--- src/rtl/aib_adapttxdp_pkg.sv ---
// Shared definitions for the TX adapter datapath FIFO read side.
//   - FIFO mode encodings (1:1, 2:1, 4:1, register mode)
//   - read-controller state encoding
//   - group_end(): tells whether the current word-select phase is the last
//     word of a read group for the given mode
package aib_adapttxdp_pkg;

  localparam logic [1:0] FIFO_1X = 2'b00;
  localparam logic [1:0] FIFO_2X = 2'b01;
  localparam logic [1:0] FIFO_4X = 2'b10;
  localparam logic [1:0] REG_MOD = 2'b11;

  typedef enum logic [1:0] {
    ST_IDLE = 2'd0,
    ST_FILL = 2'd1,
    ST_RUN  = 2'd2,
    ST_ERR  = 2'd3
  } rd_state_e;

  // 2:1 groups end on odd phases, 4:1 groups end on phase 3, and in 1:1 or
  // register mode every word is its own group.
  function automatic logic group_end(input logic [1:0] mode, input logic [1:0] phase);
    case (mode)
      FIFO_2X: return phase[0];
      FIFO_4X: return (phase == 2'd3);
      default: return 1'b1;
    endcase
  endfunction

endpackage

--- src/rtl/aib_adapttxdp_fill_cnt.sv ---
// Saturating counter of consecutive cycles with the FIFO not partially empty.
// Ports:
//   clk, rst : clock and synchronous active-high reset
//   en       : count only while the controller is filling; cleared otherwise
//   pempty   : FIFO partially-empty flag; any high cycle restarts the count
//   thresh   : number of clean cycles to see before the fill is complete
//   done     : high in the cycle the count equals thresh with pempty low
module aib_adapttxdp_fill_cnt #(
  parameter int CW = 4
) (
  input  logic          clk,
  input  logic          rst,
  input  logic          en,
  input  logic          pempty,
  input  logic [CW-1:0] thresh,
  output logic          done
);

  logic [CW-1:0] cnt;

  assign done = en & ~pempty & (cnt == thresh);

  // Count only uninterrupted runs; hold at all-ones instead of wrapping so a
  // long wait can never alias back to a small threshold.
  always_ff @(posedge clk) begin
    if (rst || !en || pempty) begin
      cnt <= '0;
    end else if (cnt != '1) begin
      cnt <= cnt + 1'b1;
    end
  end

endmodule

--- src/rtl/aib_adapttxdp_fifo_rd_ctrl.sv ---
// Read-side sequencer for the TX adapter async FIFO (read clock domain only).
// Waits for the FIFO to fill, then drives a continuous read enable that only
// ever stops on a word-group boundary, and records underflow/overflow errors.
// Ports:
//   rd_clk, rd_rst    : clock and synchronous active-high reset
//   r_rd_ena          : controller enable
//   r_fifo_mode       : 00=1:1, 01=2:1, 10=4:1, 11=register mode
//   r_fill_wait       : clean (non-pempty) cycles required before reading
//   r_auto_restart    : 1 = refill automatically after an error
//   err_clr           : clears the sticky error flags, releases ERR
//   rd_empty/pempty/full : FIFO read-domain status flags
//   rd_en, rd_valid   : read enable and its one-cycle delayed copy
//   rd_phase          : copy of the FIFO word-select counter
//   underflow_err, overflow_err : sticky error flags
//   state             : IDLE=0, FILL=1, RUN=2, ERR=3
module aib_adapttxdp_fifo_rd_ctrl
  import aib_adapttxdp_pkg::*;
#(
  parameter int FILL_CW = 4,
  parameter int MODE_W  = 2
) (
  input  logic               rd_clk,
  input  logic               rd_rst,
  input  logic               r_rd_ena,
  input  logic [MODE_W-1:0]  r_fifo_mode,
  input  logic [FILL_CW-1:0] r_fill_wait,
  input  logic               r_auto_restart,
  input  logic               err_clr,
  input  logic               rd_empty,
  input  logic               rd_pempty,
  input  logic               rd_full,
  output logic               rd_en,
  output logic               rd_valid,
  output logic [1:0]         rd_phase,
  output logic               underflow_err,
  output logic               overflow_err,
  output logic [1:0]         state
);

  rd_state_e state_q;
  logic      pend_err;
  logic      pend_idle;
  logic      fill_done;
  logic      uf_set;
  logic      of_set;
  logic      err_evt;
  logic      boundary;
  logic      to_idle;
  logic      stop_req;

  assign state = state_q;

  aib_adapttxdp_fill_cnt #(
    .CW(FILL_CW)
  ) u_fill_cnt (
    .clk    (rd_clk),
    .rst    (rd_rst),
    .en     (state_q == ST_FILL),
    .pempty (rd_pempty),
    .thresh (r_fill_wait),
    .done   (fill_done)
  );

  assign uf_set   = rd_en & rd_empty;
  assign of_set   = rd_full & (state_q != ST_IDLE);
  assign err_evt  = uf_set | of_set;
  assign boundary = group_end(r_fifo_mode[1:0], rd_phase);
  // A disable request, seen now or earlier in the group, wins over an error
  // when choosing where to go once the group completes.
  assign to_idle  = ~r_rd_ena | pend_idle;
  assign stop_req = err_evt | pend_err | to_idle;

  // Main sequencer. rd_phase advances on every read so it tracks the FIFO's
  // own word-select counter; rd_en is only ever released on a group boundary
  // so the two never fall out of group alignment. Pending-stop bits carry a
  // stop request from mid-group to the boundary cycle.
  always_ff @(posedge rd_clk) begin
    if (rd_rst) begin
      state_q       <= ST_IDLE;
      rd_en         <= 1'b0;
      rd_valid      <= 1'b0;
      rd_phase      <= 2'd0;
      underflow_err <= 1'b0;
      overflow_err  <= 1'b0;
      pend_err      <= 1'b0;
      pend_idle     <= 1'b0;
    end else begin
      rd_valid  <= rd_en;
      rd_en     <= 1'b0;
      pend_err  <= 1'b0;
      pend_idle <= 1'b0;

      if (rd_en) begin
        rd_phase <= rd_phase + 2'd1;
      end

      // A fresh error in the same cycle as err_clr keeps the flag set.
      if (uf_set) begin
        underflow_err <= 1'b1;
      end else if (err_clr) begin
        underflow_err <= 1'b0;
      end
      if (of_set) begin
        overflow_err <= 1'b1;
      end else if (err_clr) begin
        overflow_err <= 1'b0;
      end

      case (state_q)
        ST_IDLE: begin
          if (r_rd_ena) begin
            state_q <= ST_FILL;
          end
        end
        ST_FILL: begin
          if (of_set) begin
            state_q <= ST_ERR;
          end else if (!r_rd_ena) begin
            state_q <= ST_IDLE;
          end else if (fill_done) begin
            state_q <= ST_RUN;
            rd_en   <= 1'b1;
          end
        end
        ST_RUN: begin
          if (stop_req && boundary) begin
            state_q <= to_idle ? ST_IDLE : ST_ERR;
          end else begin
            rd_en     <= 1'b1;
            pend_err  <= pend_err | err_evt;
            pend_idle <= pend_idle | ~r_rd_ena;
          end
        end
        ST_ERR: begin
          if (r_auto_restart) begin
            state_q <= ST_FILL;
          end else if (err_clr) begin
            state_q <= r_rd_ena ? ST_FILL : ST_IDLE;
          end
        end
        default: state_q <= ST_IDLE;
      endcase
    end
  end

endmodule
--- config.mk ---
export PLATFORM = sky130hd
export DESIGN_NAME = aib_adapttxdp_fifo_rd_ctrl
export DESIGN_NICKNAME = d
export VERILOG_FILES = /design/src/rtl/aib_adapttxdp_pkg.sv /design/src/rtl/aib_adapttxdp_fill_cnt.sv /design/src/rtl/aib_adapttxdp_fifo_rd_ctrl.sv
export SDC_FILE = /design/constraint.sdc
export NUM_CORES = 1
export LEC_CHECK = 0
export CORE_UTILIZATION = 25
export CTS_CLUSTER_DIAMETER = 30
export DETAILED_ROUTE_END_ITERATION = 10
export HOLD_SLACK_MARGIN = 0.15
export PLACE_DENSITY = 0.58
export SETUP_SLACK_MARGIN = 0.02
export SLEW_MARGIN = 10
export SYNTH_ARGS = -nofsm -noshare
export SYNTH_HDL_FRONTEND = slang
export SYNTH_HIERARCHICAL = 1
export SYNTH_SLANG_ARGS = --single-unit
export TNS_END_PERCENT = 20
--- constraint.sdc ---
create_clock -name rd_clk -period 3.3 [get_ports rd_clk]
set_input_delay 0.66 -clock rd_clk [delete_from_list [all_inputs] [get_ports rd_clk]]
set_output_delay 0.66 -clock rd_clk [all_outputs]
set_load 0.005 [all_outputs]
# Yosys cells after proc, flatten, opt, wreduce, memory -nomap -nowiden
# Index checks and enable logic that the tools add are counted.
# totals
ff_bits,14
inputBits,14
out_inout_bits,8
wordCells,63
# op_classes
addsub,2
n_eq_ne,12
n_mux,19
bitwise,11
n_reduce_logical,10
# op_table
op,count
$mux W2,8
$eq A2 B2 Y1 const B,4
$mux W1,8
$ne A4 B4 Y1 const B,2
$pmux W2 S4,1
$reduce_bool A2 Y1,3
$add A4 B1 Y4 const B,1
$and A1 B1 Y1,4
$eq A2 B1 Y1 const B,2
$eq A4 B4 Y1,1
$ne A2 B2 Y1 const B,2
$or A1 B1 Y1,4
$pmux W1 S2,2
$reduce_and A4 Y1,1
$ne A3 B3 Y1 const B,1
$not A1 Y1,3
$reduce_or A3 Y1,1
$add A2 B1 Y2 const B,1
$logic_not A2 Y1,1
$logic_or A1 B1 Y1,2
$logic_and A1 B1 Y1,1
$logic_not A1 Y1,1

# Logic depth before layout (Yosys ltp)
# Gate-level depths: netlist (run 1).
# depth
word_depth,8
depth_mapped,7
ltp_nobuf,7

# Modules after synthesis
# The synthesis (run 1) kept the hierarchy.
# modules_own_cells
module,instances,cells_each,area_each_um2,seq_area_each_um2
aib_adapttxdp_fifo_rd_ctrl,1,62,574.3,200.2
aib_adapttxdp_fill_cnt,1,27,254.0,80.1

# Worst setup path after synthesis (run 1)
# No wires, ideal clock.
# synth_timing
path_kind,input port to flip-flop
startpoint,input port rd_pempty
endpoint,"register state_q[0], in the netlist state[0]"
setup_ns,0.131
t_arrival_ns,1.655
t_required_ns,3.169
setup_slack_ns,1.513
cell_stages,5
n_path_buf,0
path_cell_list,or2b_2 nor4b_2 o21ai_0 nor3_1 nor3_2
# synth_via
elab_chain_cells,5
# synth_rtl
element,line,source
start: declaration,aib_adapttxdp_fifo_rd_ctrl.sv:30,"input logic rd_pempty,"
$not A1 Y1,aib_adapttxdp_fill_cnt.sv:21,assign done = en & ~pempty & (cnt == thresh);
$and A1 B1 Y1 (2 in series),aib_adapttxdp_fill_cnt.sv:21,
net fill_done,aib_adapttxdp_fifo_rd_ctrl.sv:43,logic fill_done;
$ne A4 B4 Y1 (no line),n/a,
$reduce_and A4 Y1 (no line),n/a,
end signal: assignment,aib_adapttxdp_fifo_rd_ctrl.sv:127,state_q <= to_idle ? ST_IDLE : ST_ERR;
end signal: assignment,aib_adapttxdp_fifo_rd_ctrl.sv:138,state_q <= r_rd_ena ? ST_FILL : ST_IDLE;
end: declaration,aib_adapttxdp_fifo_rd_ctrl.sv:40,rd_state_e state_q;
# The timed path passes the listed nets, and every way through them passes these cells.
# A chain may end at the register's enable or synchronous reset.

# Worst setup path after layout (run 1)
# Same ends and word-level chain as after synthesis.

==> flow_metrics.py, run 1 <==
metrics = {
    "synthesis": {
        "synthCells": 89,
        "synthArstFlopShare_pct": 0,
        "synth_top_cells_by_count": "14 x dfxtp_1, 8 x ha_1, 8 x nor2_1",
        "synth-edff-count": 0,
        "ys.flop_type": "dfxtp_1",
        "synth_seq_cells": 14,
        "syn-cell-area_sq_um": 828,
        "yosys_warnings": 6,
        "synth_top_area_share_pct": 33.8,
        "synth_area_per_cell_sq_um": 9.31,
        "synth_cell_types": 36,
        "synth.area.top_cells": "dfxtp_1 34%, ha_1 12%, a21oi_1 3.6%",
        "synth_top_area_cell": "dfxtp_1",
        "ys_seq_area_share_pct": 33.8,
        "synth_nets": 111,
        "yosysMostFrequentCell": "dfxtp_1",
    },
    "route": {
        "remaining_drc_errors": 0,
        "vias": 722,
        "via_per_inst": 4.60,
        "wl_per_cell_microns": 11.0,
        "wl_mm": 1.73,
        "first_iter_violations": 22,
        "ant_nets": 0,
        "drt_first_pass_iters": 4,
    },
    "sta": {
        "finClkSkew_ps": 3.73,
        "slew_headroom_pct": 69.3,
        "min_period_over_period_pct": 62.3,
        "fin_setup_tns_ps": 0,
        "fmax_ghz": 0.486,
        "setup_viol": 0,
        "holdWs_ps": 480,
        "rsz0062_at_grt": "no",
        "slew_viol_final": 0,
        "min_period_ps": 2060,
        "finalHoldViolCount": 0,
        "worst_pin_slew_ps": 459,
    },
    "worst_setup_path": {
        "crit_family": "simple AND/OR/NAND/NOR gates",
        "worst_ep_required_time_ps": 3460,
        "slowest_stage": "clkdlybuf4s50_1",
        "r2r-start": "state[0]$_SDFFE_PP0P_",
        "rr_worst_depth": 6,
        "timing.rr.end": "state[0]$_SDFFE_PP0P_",
        "critPathCaptureType": "register",
        "crit_buf_inv": 1,
        "worst-r2r-setup-slack_ps": 1290,
        "path_cells": "clkdlybuf4s50_1 -> or2b_2 -> nor4b_2 -> o21ai_0 -> nor3_1 -> nor3_2",
        "path_class": "in -> reg",
        "cpPeakStageDelay_ps": 420,
        "worstPathArrival_ps": 2220,
        "startpoint_type": "primary input",
        "critical_path.max_fanout": 3,
    },
    "clock_network": {
        "cts_tree": "done",
        "htreeDepth": 1,
        "insertion_delay_ps": 280,
        "cts_root_buf": "clkbuf_4",
        "clk_pin_slew_ps": 90,
        "cts_buffer_depth": 2,
        "cts_setup_buffers": 0,
        "cts_made_buffers": 3,
        "cts_resized": 0,
        "postCtsHoldBufs": 0,
        "clkSinkCount": 14,
    },
    "layout": {
        "area_growth_pct": 36.0,
        "post-route-util_pct": 36.3,
        "ff_latch_area_sq_um": 280,
        "fin_cells": 157,
        "fill_cells": 331,
        "antenna_cells": 0,
        "drive_above_1_share_pct": 15.0,
        "multiInputGateArea_sq_um": 518,
        "layout.nets": 136,
    },
    "worst_hold_path": {
        "hold_path_startpoint": "overflow_err$_SDFFE_PP0P_",
        "worstHoldEndpoint": "overflow_err$_SDFFE_PP0P_",
        "whs_path_depth": 2,
        "hp-class": "reg -> reg",
    },
    "placement": {
        "numPortBuffers": 21,
        "dpl.hpwl_mm": 1.38,
        "gp_congestion": 0.770,
        "placed_cells": 153,
    },
    "die": {
        "placementRows": 20,
        "io_pins": 22,
        "dieArea_sq_um": 3550,
        "start_util_pct": 26.7,
        "dieHeight_microns": 59.6,
        "core_sq_um": 3100,
        "fp.dieW_microns": 59.6,
    },
    "power": {
        "comb_power_share_pct": 24.9,
        "cell_internal_pwr_uw": 298,
        "leakagePower_uw": 0.000429,
        "clkPwrFrac_pct": 30.5,
        "p_seq_share_pct": 44.7,
        "vdd_drop_max_mv": 0.0912,
        "power.density_nw_per_um2": 369,
        "switchingPower_uw": 117,
        "switching_share_pct": 28.2,
    },
    "grt": {
        "grt_util_met2_pct": 18.3,
        "grt_pass1_vias": 674,
        "grt_pass1_wl_mm": 2.79,
        "busiest_layer": "met2",
        "antenna_found_initial": 0,
        "grt-ovfl-total": 0,
        "met1_usage_pct": 11.7,
        "grt_max_degree": 12,
        "track_usage_pct": 10.6,
        "gr-usage-met3_pct": 2.84,
    },
    "status": {
        "status": "complete, no violations",
    },
    "run": {
        "cap_violations": 0,
    },
}
==> power by group through the flow <==
stage	sequential (uW)	clock (uW)	combinational (uW)
after floorplan	187	0	63.7
after global placement	189	0	101
after detailed placement	190	0	103
after CTS	186	130	104
after global routing	186	140	115
final	185	127	103
==> sequential cells by signal, indices dropped and copies added (netlist names) <==
name and cells:
overflow_err 1, pend_err 1, pend_idle 1, rd_en 1, rd_phase 2, rd_valid 1
state 2, u_fill_cnt/cnt 4, underflow_err 1
==> metal layers <==
metal | vias to the layer above | wire, microns | part of all wire (%)
met2 | 25 | 848 | 49
met1 | 333 | 719 | 42
met3 | 6 | 122 | 7.1
li1 | 358 | - | -
met4 | 0 | 35 | 2.0
met5 | - | 0 | 0
==> worst min-delay path, delay by kind of cell, from the launching register on <==
kind	cells	cell delay, ps
AO/OA/AOI/OAI	1	60
AND/OR/NAND/NOR	1	60
flip-flops	1	320
==> stage by stage <==
stage	area (sq um)	setup slack [ps]	total power (uW)
after CTS	1130	1270	419
after global placement	1090	993	291
after global routing	1130	1110	442
after floorplan	828	1510	251
after detailed placement	1090	964	293
final	1130	1240	415
==> area by class of cell <==
class / instances / share of cell area [%]
multi-input combinational: 67 / 46.0
timing repair buffer: 21 / 18.7
clock buffer: 4 / 3.22
tap: 44 / 4.89
inverter: 7 / 2.33
sequential: 14 / 24.9
==> worst max path at each step <==
| stage | start | end | slack (ps) | depth (start not counted) |
|---|---|---|---|---|
| after global placement | rd_pempty | state[0]$_SDFFE_PP0P_ | 990 | 6 |
| final | rd_pempty | state[0]$_SDFFE_PP0P_ | 1240 | 6 |
| after CTS | rd_pempty | state[0]$_SDFFE_PP0P_ | 1270 | 6 |
| after global routing | rd_pempty | state[0]$_SDFFE_PP0P_ | 1110 | 6 |
| after detailed placement | rd_pempty | state[0]$_SDFFE_PP0P_ | 960 | 6 |
| after floorplan | rd_pempty | state[0]$_SDFFE_PP0P_ | 1510 | 5 |
==> cells by family after synthesis <==
family / share of synthesized area [%]
AND/OR/NAND/NOR: 25.4
AO/OA/AOI/OAI: 18.4
flip-flops: 33.8
buffers and inverters: 3.62
multiplexers: 2.42
XOR/XNOR: 4.23
adder cells (fa/ha/maj): 12.1
==> cells in the final DEF, fill, tap and decap left out, drive strengths merged <==
master and count:
and2b 1, a211oi 1, a22oi 1, xor2 2
nand3b 1, o21a 1, nand2 4, nand3 5
or3b 1, or2b 1, nor2 8, o22ai 1
o31ai 1, o21ai 4, mux2i 2, clkbuf 4
nand2b 3, a221oi 1, inv 7, a31oi 1
a21oi 7, nor3 5, nor4b 1, nor2b 1
ha 8, clkdlybuf4s50 21, a41oi 1, nor3b 2
dfxtp 14, o31a 1, xnor2 2
Note: power is estimated with default switching activity, not from simulation.
==> run 2: changes to the inputs <==
Clock period 3.3 ns to 1.9 ns, I/O delays scaled along.
==> flow_metrics.py, run 2 (synthesis gave the netlist of run 1 again) <==
metrics = {
    "power": {
        "power_uw": 746,
        "power.density_nw_per_um2": 628,
        "vdd_drop_max_mv": 0.183,
        "leakagePower_uw": 0.000468,
    },
    "worst_setup_path": {
        "cpPeakStageDelay_ps": 320,
        "critPathCaptureType": "register",
        "critical_path.max_fanout": 3,
        "rr_worst_depth": 7,
        "crit_family": "simple AND/OR/NAND/NOR gates",
        "crit_buf_inv": 1,
        "path_cells": "inv_1 -> ha_1 -> or2b_2 -> nor4b_4 -> o21ai_0 -> nor3_1 -> nor3_2",
        "timing.rr.end": "state[0]$_SDFFE_PP0P_",
        "startpoint_type": "register",
        "worst-r2r-setup-slack_ps": 190,
        "worst_ep_required_time_ps": 2080,
        "path_class": "reg -> reg",
        "slowest_stage": "dfxtp_1",
        "worstPathArrival_ps": 1890,
        "r2r-start": "state[1]$_SDFFE_PP0P_",
    },
    "die": {
        "dieHeight_microns": 59.6,
        "start_util_pct": 26.7,
        "dieArea_sq_um": 3550,
        "io_pins": 22,
        "core_sq_um": 3100,
        "placementRows": 20,
        "fp.dieW_microns": 59.6,
    },
    "sta": {
        "fmax_ghz": 0.584,
        "slew_headroom_pct": 81.8,
        "fin_setup_tns_ps": 0,
        "setup_viol": 0,
        "finClkSkew_ps": 2.71,
        "slew_viol_final": 0,
        "rsz0062_at_grt": "no",
        "min_period_over_period_pct": 90.1,
        "min_period_ps": 1710,
        "fin_ws_ps": 188,
        "finalHoldViolCount": 0,
        "worst_pin_slew_ps": 273,
    },
    "placement": {
        "numPortBuffers": 21,
        "pre_cts_ws_ps": -139,
        "dpl.hpwl_mm": 1.44,
        "gp_congestion": 0.867,
    },
    "route": {
        "wl_mm": 1.82,
        "drt_first_pass_iters": 4,
        "remaining_drc_errors": 0,
        "first_iter_violations": 38,
        "wl_per_cell_microns": 11.1,
        "via_per_inst": 4.40,
        "vias": 722,
        "ant_nets": 0,
    },
    "clock_network": {
        "htreeDepth": 1,
        "cts_setup_buffers": 0,
        "cts_tree": "done",
        "clkSinkCount": 14,
        "cts_root_buf": "clkbuf_4",
        "insertion_delay_ps": 280,
        "cts_buffer_depth": 2,
        "clk_pin_slew_ps": 90,
        "cts_made_buffers": 3,
    },
    "worst_hold_path": {
        "hp-class": "reg -> reg",
        "whs_path_depth": 2,
        "hold_path_startpoint": "overflow_err$_SDFFE_PP0P_",
        "worstHoldEndpoint": "overflow_err$_SDFFE_PP0P_",
    },
    "layout": {
        "drive_above_1_share_pct": 20.0,
        "largest_register_ff_count": 4,
        "multiInputGateArea_sq_um": 527,
        "antenna_cells": 0,
        "top_register": "u_fill_cnt/cnt",
        "layout.nets": 143,
        "layout_commonest_cell": "clkdlybuf4s50_1",
        "layout_common_cells": "21 x clkdlybuf4s50_1, 14 x dfxtp_1, 8 x nor2_1, 8 x ha_1, 7 x buf_4",
        "area_growth_pct": 43.4,
        "post-route-util_pct": 38.3,
        "fill_cells": 346,
        "ff_latch_area_sq_um": 280,
    },
    "status": {
        "status": "complete, no violations",
    },
    "grt": {
        "grt_pass1_vias": 691,
        "grt-ovfl-total": 0,
        "grt_max_degree": 11,
        "antenna_found_initial": 0,
        "grt_pass1_wl_mm": 2.88,
        "track_usage_pct": 11.2,
    },
    "run": {
        "cap_violations": 0,
    },
}
[run 2: per-stage QoR]
step,instances,hold WS (ps),cell area (sq um)
6_report,164,485,1190
5_1_grt,164,511,1190
4_1_cts,164,489,1180
3_5_place_dp,160,477,1140
3_3_place_gp,160,471,1140
2_1_floorplan,89,466,828
[run 2: worst register-to-register path: cells and delay by family (launching register included)]
| family | cells | cell delay, ps |
|---|---|---|
| compound gates | 1 | 160 |
| buf+inv | 1 | 80 |
| simple gates | 4 | 890 |
| flops | 1 | 320 |
| fa+ha+maj | 1 | 170 |
[run 2: power breakdown]
part / switching (uW) / leakage [uW] / total, uW / internal [uW]
clock network: 102 / 0.0000210 / 218 / 117
registers: 8.16 / 0.000113 / 313 / 305
logic: 98.5 / 0.000334 / 215 / 116
[run 2: area by class of cell]
type | instances | share of cell area, %
tap | 44 | 4.64
sequential | 14 | 23.6
inverter | 7 | 2.21
timing repair buffer | 28 | 22.1
clock buffer | 4 | 3.06
multi-input combinational | 67 | 44.4
[run 2: timing repair]
item	in CTS	in global routing
hold buffers	0	0
gates resized for setup	0	1
endpoints found under the setup margin	0	2
[run 2: worst max path at each step]
| stage | start | end | cells after the start |
|---|---|---|---|
| after floorplan | state[0]$_SDFFE_PP0P_ | state[0]$_SDFFE_PP0P_ | 6 |
| after global placement | rd_pempty | state[0]$_SDFFE_PP0P_ | 6 |
| after detailed placement | rd_pempty | state[0]$_SDFFE_PP0P_ | 6 |
| after CTS | state[1]$_SDFFE_PP0P_ | state[0]$_SDFFE_PP0P_ | 7 |
| after global routing | state[1]$_SDFFE_PP0P_ | state[0]$_SDFFE_PP0P_ | 7 |
| final | state[1]$_SDFFE_PP0P_ | state[0]$_SDFFE_PP0P_ | 7 |
[run 2: routing by layer]
layer  vias to the layer above  wire length (microns)  track usage, %
li1                        382                      -               -
met1                       322                    803            12.5
met2                        13                    905            20.1
met3                         5                     72            1.97
met4                         0                     38            5.98
met5                         -                      0               0
==> run 3: changes to the inputs <==
Settings changed: CORE_MARGIN from default to 8.
==> flow_metrics.py, run 3 (synthesis gave the netlist of run 1 again) <==
metrics = {
    "clock_network": {
        "htreeDepth": 1,
        "clkSinkCount": 14,
        "cts_made_buffers": 3,
        "cts_resized": 0,
        "cts_tree": "done",
        "cts_setup_buffers": 0,
        "clk_pin_slew_ps": 80,
        "insertion_delay_ps": 270,
        "postCtsHoldBufs": 0,
        "cts_root_buf": "clkbuf_4",
        "cts_buffer_depth": 2,
    },
    "grt": {
        "grt_pass1_vias": 742,
        "grt_max_degree": 11,
        "grt-ovfl-total": 0,
        "grt_pass1_wl_mm": 3.19,
        "track_usage_pct": 7.54,
        "antenna_found_initial": 0,
    },
    "sta": {
        "slew_viol_final": 0,
        "min_period_over_period_pct": 93.0,
        "rsz0062_at_grt": "no",
        "finClkSkew_ps": 1.40,
        "min_period_ps": 1770,
        "slew_headroom_pct": 78.4,
        "setup_viol": 0,
        "finalHoldViolCount": 0,
        "worst_pin_slew_ps": 320,
        "fin_setup_tns_ps": 0,
        "fmax_ghz": 0.566,
    },
    "layout": {
        "layout.nets": 143,
        "layout_commonest_cell": "clkdlybuf4s50_1",
        "fin_cells": 165,
        "post-route-util_pct": 36.3,
        "layout_common_cells": "21 x clkdlybuf4s50_1, 14 x dfxtp_1, 8 x nor2_1, 8 x ha_1, 7 x buf_4",
        "top_register": "u_fill_cnt/cnt",
        "largest_register_ff_count": 4,
        "area_growth_pct": 42.6,
        "fill_cells": 358,
        "final_area_sq_um": 1180,
        "drive_above_1_share_pct": 20.2,
        "antenna_cells": 0,
    },
    "power": {
        "power_uw": 698,
        "power.density_nw_per_um2": 591,
        "vdd_drop_max_mv": 0.138,
        "leakagePower_uw": 0.000464,
    },
    "route": {
        "remaining_drc_errors": 0,
        "via_per_inst": 4.35,
        "drt_first_pass_iters": 2,
        "vias": 718,
        "ant_nets": 0,
        "wl_per_cell_microns": 12.5,
        "first_iter_violations": 25,
        "wl_mm": 2.06,
    },
    "worst_setup_path": {
        "path_class": "reg -> reg",
        "worst-r2r-setup-slack_ps": 130,
        "crit_top_cell": "nor3_2",
        "cpPeakStageDelay_ps": 320,
        "timing.rr.end": "state[0]$_SDFFE_PP0P_",
        "worstPathArrival_ps": 1940,
        "path_cells": "inv_1 -> ha_1 -> or2b_2 -> nor4b_4 -> o21ai_0 -> nor3_2 -> nor3_2",
        "r2r-start": "state[1]$_SDFFE_PP0P_",
        "worst_ep_required_time_ps": 2070,
        "crit_family": "simple AND/OR/NAND/NOR gates",
        "rr_worst_depth": 7,
        "critical_path.max_fanout": 3,
        "critPathCaptureType": "register",
        "slowest_stage": "dfxtp_1",
        "startpoint_type": "register",
        "crit_buf_inv": 1,
    },
    "placement": {
        "dpl.hpwl_mm": 1.64,
        "gp_congestion": 0.800,
        "place_area_sq_um": 1140,
        "placed_cells": 162,
        "numPortBuffers": 21,
    },
    "worst_hold_path": {
        "whs_path_depth": 2,
        "worstHoldEndpoint": "overflow_err$_SDFFE_PP0P_",
        "hold_path_startpoint": "overflow_err$_SDFFE_PP0P_",
        "hp-class": "reg -> reg",
    },
    "die": {
        "dieArea_sq_um": 5410,
        "placementRows": 21,
        "dieHeight_microns": 73.6,
        "io_pins": 22,
        "core_sq_um": 3260,
        "fp.dieW_microns": 73.6,
        "start_util_pct": 25.4,
    },
    "run": {
        "cap_violations": 0,
    },
    "status": {
        "status": "complete, no violations",
    },
}
[run 3: worst register-to-register path: stages (launching register included)]
cell and delay [ps]:
dfxtp_1 320, inv_1 80, ha_1 170, or2b_2 320
nor4b_4 300, o21ai_0 200, nor3_2 230, nor3_2 50
[run 3: cell type report]
class | count | area, sq um | area share [%]
tap | 46 | 57.6 | 4.87
inverter | 7 | 26.3 | 2.22
sequential | 14 | 280 | 23.7
timing repair buffer | 28 | 263 | 22.2
clock buffer | 3 | 22.5 | 1.91
multi-input combinational | 67 | 532 | 45.0
[run 3: routing by layer]
layer  part of all wire, %  global-route usage, %
met5                     0                      0
met4                  0.68                   3.99
met3                   4.8                   2.18
met2                    55                   14.1
met1                    39                   7.19
[run 3: worst max-delay path by stage]
stage          cells after the start               endpoint                   from  slack [ps]
5_1_grt                            7  state[0]$_SDFFE_PP0P_  state[1]$_SDFFE_PP0P_          20
2_1_floorplan                      6  state[0]$_SDFFE_PP0P_  state[0]$_SDFFE_PP0P_         120
6_report                           7  state[0]$_SDFFE_PP0P_  state[1]$_SDFFE_PP0P_         130
3_3_place_gp                       6  state[0]$_SDFFE_PP0P_              rd_pempty        -110
4_1_cts                            7  state[0]$_SDFFE_PP0P_  state[1]$_SDFFE_PP0P_         100
3_5_place_dp                       6  state[0]$_SDFFE_PP0P_              rd_pempty        -160
[run 3: metrics by stage]
step | setup WS (ps) | hold slack [ps]
floorplan | 117 | 466
global placement | -112 | 470
detailed placement | -162 | 480
CTS | 104 | 493
global route | 23.8 | 528
finish | 133 | 480
[run 3: report_power, final]
group	switching, uW	internal [uW]
logic	104	118
clock network	89.4	73.4
registers	8.20	305
